### config.mk
export PLATFORM = sky130hd
export DESIGN_NAME = motoro3_mos_driver_dt
export DESIGN_NICKNAME = d
export VERILOG_FILES = /design/src/rtl/motoro3_mos_driver_dt.sv
export SDC_FILE = /design/constraint.sdc
export NUM_CORES = 1
export LEC_CHECK = 0
export CAP_MARGIN = 10
export CORE_UTILIZATION = 50
export DETAILED_ROUTE_END_ITERATION = 12
export PLACE_DENSITY = 0.75
export SLEW_MARGIN = 10
export SYNTH_ARGS = -nofsm -noshare
export SYNTH_HDL_FRONTEND = slang
export SYNTH_SLANG_ARGS = --single-unit
export TNS_END_PERCENT = 50
### constraint.sdc
create_clock -name clk -period 5.2 [get_ports clk]
set_input_delay 0.78 -clock clk [delete_from_list [all_inputs] [get_ports clk]]
set_output_delay 0.78 -clock clk [all_outputs]
set_load 0.05 [all_outputs]
### src/rtl/motoro3_mos_driver_dt.sv
// Multi-phase half-bridge gate driver with per-phase dead-time insertion and fault latch.
// All state updates on the falling clock edge; gate outputs decode straight from state.
module motoro3_mos_driver_dt #(
  parameter int NPH = 3,
  parameter int DTW = 8
) (
  input  logic           clk,
  input  logic           nRst,
  input  logic           mosEnable,
  input  logic [NPH-1:0] pwm,
  input  logic [NPH-1:0] h1_L0,
  input  logic [NPH-1:0] forceLow,
  input  logic           brake,
  input  logic [DTW-1:0] deadTime,
  input  logic           fault,
  input  logic           faultClr,
  output logic [NPH-1:0] mosHp,
  output logic [NPH-1:0] mosLp,
  output logic [NPH-1:0] deadBusy,
  output logic           faultLatched
);

  typedef enum logic [1:0] {S_OFF, S_HIGH, S_LOW, S_DEAD} state_e;
  typedef enum logic [1:0] {REQ_NONE, REQ_H, REQ_L} req_e;

  state_e         state_q [NPH];
  state_e         state_d [NPH];
  logic [DTW-1:0] cnt_q   [NPH];
  logic [DTW-1:0] cnt_d   [NPH];
  req_e           req     [NPH];
  logic           fault_latched_q;
  logic           fault_latched_d;
  logic           kill;

  // A live fault wins over a simultaneous clear.
  always_comb begin
    fault_latched_d = fault_latched_q;
    if (fault) begin
      fault_latched_d = 1'b1;
    end else if (faultClr) begin
      fault_latched_d = 1'b0;
    end
  end

  assign kill = ~mosEnable | fault | fault_latched_q;

  always_comb begin
    for (int i = 0; i < NPH; i++) begin
      req[i] = REQ_NONE;
      if (forceLow[i] | brake) begin
        req[i] = REQ_L;
      end else if (pwm[i] & h1_L0[i]) begin
        req[i] = REQ_H;
      end else if (pwm[i] & ~h1_L0[i]) begin
        req[i] = REQ_L;
      end
    end
  end

  // Every path into conduction goes through DEAD, so both switches are off for
  // at least deadTime+1 cycles before either one turns on.
  always_comb begin
    state_d = state_q;
    cnt_d   = cnt_q;
    for (int i = 0; i < NPH; i++) begin
      if (kill) begin
        state_d[i] = S_OFF;
        cnt_d[i]   = '0;
      end else begin
        case (state_q[i])
          S_OFF: begin
            if (req[i] != REQ_NONE) begin
              state_d[i] = S_DEAD;
              cnt_d[i]   = deadTime;
            end
          end
          S_HIGH: begin
            if (req[i] != REQ_H) begin
              state_d[i] = S_DEAD;
              cnt_d[i]   = deadTime;
            end
          end
          S_LOW: begin
            if (req[i] != REQ_L) begin
              state_d[i] = S_DEAD;
              cnt_d[i]   = deadTime;
            end
          end
          S_DEAD: begin
            if (cnt_q[i] != '0) begin
              cnt_d[i] = cnt_q[i] - {{(DTW-1){1'b0}}, 1'b1};
            end else begin
              case (req[i])
                REQ_H:   state_d[i] = S_HIGH;
                REQ_L:   state_d[i] = S_LOW;
                default: state_d[i] = S_OFF;
              endcase
            end
          end
          default: begin
            state_d[i] = S_OFF;
            cnt_d[i]   = '0;
          end
        endcase
      end
    end
  end

  always_ff @(negedge clk or negedge nRst) begin
    if (!nRst) begin
      fault_latched_q <= 1'b0;
      for (int i = 0; i < NPH; i++) begin
        state_q[i] <= S_OFF;
        cnt_q[i]   <= '0;
      end
    end else begin
      fault_latched_q <= fault_latched_d;
      for (int i = 0; i < NPH; i++) begin
        state_q[i] <= state_d[i];
        cnt_q[i]   <= cnt_d[i];
      end
    end
  end

  // One-hot state decode: high and low drive can never be asserted together.
  always_comb begin
    mosHp    = '0;
    mosLp    = '0;
    deadBusy = '0;
    for (int i = 0; i < NPH; i++) begin
      mosHp[i]    = (state_q[i] == S_HIGH);
      mosLp[i]    = (state_q[i] == S_LOW);
      deadBusy[i] = (state_q[i] == S_DEAD);
    end
  end

  assign faultLatched = fault_latched_q;

endmodule
==> metrics.yaml <==
cts_setup_buffers: 0
grt-ovfl-total: 0
holdBufCountCts: 0
fp.dieH_um: 68.0
finalSetupViolCount: 0
synthAdderAreaFrac_pct: 1.72
reg2reg_to: "cnt_q[11]"
multiInputGateArea_mm2: 0.00130
cellPowerDensity_mw_per_mm2: 216
yosysSeqAreaShare_pct: 35.6
grt_setup_unrepaired: "no"
synth_top_cell_by_area: "dfrtn_1"
area_growth_pct: 24.7
slew_viol_final: 0
synth_area_leaders: "dfrtn_1 36%, a21oi_1 6.9%, nor2_1 5.2%, nand2_1 4.6%, o21ai_0 3.7%"
yosys.area_share.simple_pct: 28.6
fillers: 382
whs_path_depth: 1
numCtsBuffers: 5
postRouteAntennaNets: 0
avgSynthCellArea_um2: 7.96
rrSetupSlack_ps: 3050
cts_tree: "built"
syn_area_mm2: 0.00218
hold_viol: 0
wl_met2_mm: 2.71
rr_worst_depth: 7
startpoint_type: "register"
grt_antenna_before_repair: 0
p_total_uw: 586
wl_met1_mm: 2.74
dpl.hpwl_mm: 4.22
min_to: "faultLatched"
synth_compound_area_share_pct: 28.5
nets: 342
core_area_mm2: 0.00409
grt_pass1_vias: 2068
muxShareOfSynthArea_pct: 0.918
drive_above_1_share_pct: 12.0
async_reset_ff_share_pct: 100
hp-start: "faultLatched"
end_kind: "output pin"
synth_xor_xnor_area_share_pct: 0
worst_pin_slew_ps: 611
path_clk_slew_ps: 50
drtIter0Drc: 184
grt_usage_pct: 28.3
grt_start_max_net_pins: 32
postSynthRegisterBits: 31
outcome: "completed"
grt_pass1_wl_mm: 9.71
diodes: 0
ir_drop_mv: 0.123
maxCapViolCount: 0
drt_wl_total_mm: 5.79
rows: 23
synth_top_family_by_area: "simple AND/OR/NAND/NOR gates"
cts_root_buf: "clkbuf_8"
die_area_mm2: 0.00463
fin_setup_tns_ps: 0
dr.pass1.iters: 4
cts.sinks: 31
ctsResizeCount: 0
drc: 0
gp_congestion: 0.885
die_x_um: 68.0
ios: 33
synthFlopType: "dfrtn_1"
clk_latency_ps: 300
clk_path_buf_depth: 2
cp_max_fo: 6
viasPerCell: 6.13
synth_cells: 274
finClkSkew_ps: 6.62
wl_per_cell_um: 15.8
worstPathArrival_ps: 4350
synth_top_area_share_pct: 35.6
wl_met3_um: 258
ys.warnings.count: 0
rr_startpoint: "cnt_q[8]"
start_util_pct: 53.4
ys_types: 54
hold_class: "register to register"
critPathKind: "register to output pin"
maxUsedRoutingLayer: "met4"
slew_headroom_pct: 59.2
syn-num-nets: 300
p_leak_nw: 1.25
num_vias: 2242
regArea_um2: 776
synth-edff-count: 0
io_buffers: 32
h-tree-depth: 2
crit_required_ps: 4420
per-layer routing:
| metal | vias up | global-route usage [%] |
|---|---|---|
| met3 | 9 | 5.83 |
| met4 | 0 | 9.64 |
| met1 | 1072 | 38.1 |
| li1 | 1102 | - |
| met5 | - | 0 |
| met2 | 59 | 44.7 |
critical path: stages, from the launching register on:
cell and delay (ps):
dfrtn_1 480, nor2b_1 160, clkdlybuf4s50_1 810
registers in the layout (all words and copies together) (netlist names):
signal / cells
faultLatched: 1
state_q: 6
cnt_q: 24
power by group:
group | internal (mW) | leakage [nW] | switching [mW] | total (mW)
clock network | 0.104 | 0.0470 | 0.0976 | 0.201
registers | 0.249 | 0.424 | 0.00826 | 0.258
logic | 0.0546 | 0.782 | 0.0726 | 0.127
total | 0.408 | 1.25 | 0.178 | 0.586
cell families (layout without fill, tap and decap cells):
group	after synthesis	count (layout)
AO/OA/AOI/OAI	97	97
buffers and inverters	25	67
AND/OR/NAND/NOR	116	116
multiplexers	2	2
adder cells (fa/ha/maj)	3	3
flip-flops	31	31
placed cells by master, fill, tap and decap left out, types with 8 or more instances in the layout:
master           netlist  final
a21oi_1               30     30
buf_4                  0     18
clkdlybuf4s50_1        0     25
dfrtn_1               31     31
inv_1                 13     13
nand2_1               27     27
nand3_1                8      8
nor2_1                30     30
nor2b_1                9      9
nor3_1                 9      9
o21ai_0               16     16
o21ai_1               13     13
cell type report:
cell class                      count  area share, %
Tap cell                           50           2.30
Timing Repair Buffer               46           16.1
Clock buffer                        6           3.04
Clock inverter                      1          0.184
Multi-Input combinational cell    218           47.9
Inverter                           14           1.93
Sequential cell                    31           28.5
synthesized netlist by cell type, types with 5 or more instances:
| library cell | count |
|---|---|
| o21ai_1 | 13 |
| dfrtn_1 | 31 |
| nor2_1 | 30 |
| nand3_1 | 8 |
| nand2_1 | 27 |
| o21ai_0 | 16 |
| nor3_1 | 9 |
| nor4_1 | 5 |
| inv_1 | 13 |
| clkbuf_1 | 8 |
| a21oi_1 | 30 |
| o31ai_1 | 5 |
| a21o_1 | 5 |
| nor2b_1 | 9 |
stage by stage:
stage	hold slack, ps	worst slack, ps	util, %	instances	area (um^2)
2_1_floorplan	466	542	-	274	2180
6_report	501	71.0	66.5	366	2720
5_1_grt	525	9.34	66.5	366	2720
3_3_place_gp	486	66.6	64.3	359	2630
3_5_place_dp	507	28.3	64.3	359	2630
4_1_cts	506	50.0	66.5	366	2720
worst max-delay path by stage:
stage | startpoint | endpoint | slack [ps]
floorplan | state_q[5] | mosLp[0] | 540
global placement | brake | cnt_q[11] | 70
detailed placement | brake | cnt_q[12] | 30
CTS | state_q[3] | mosLp[1] | 50
global route | state_q[2] | mosHp[1] | 9
finish | state_q[0] | mosHp[2] | 70
(Power assumes the default switching activity.)
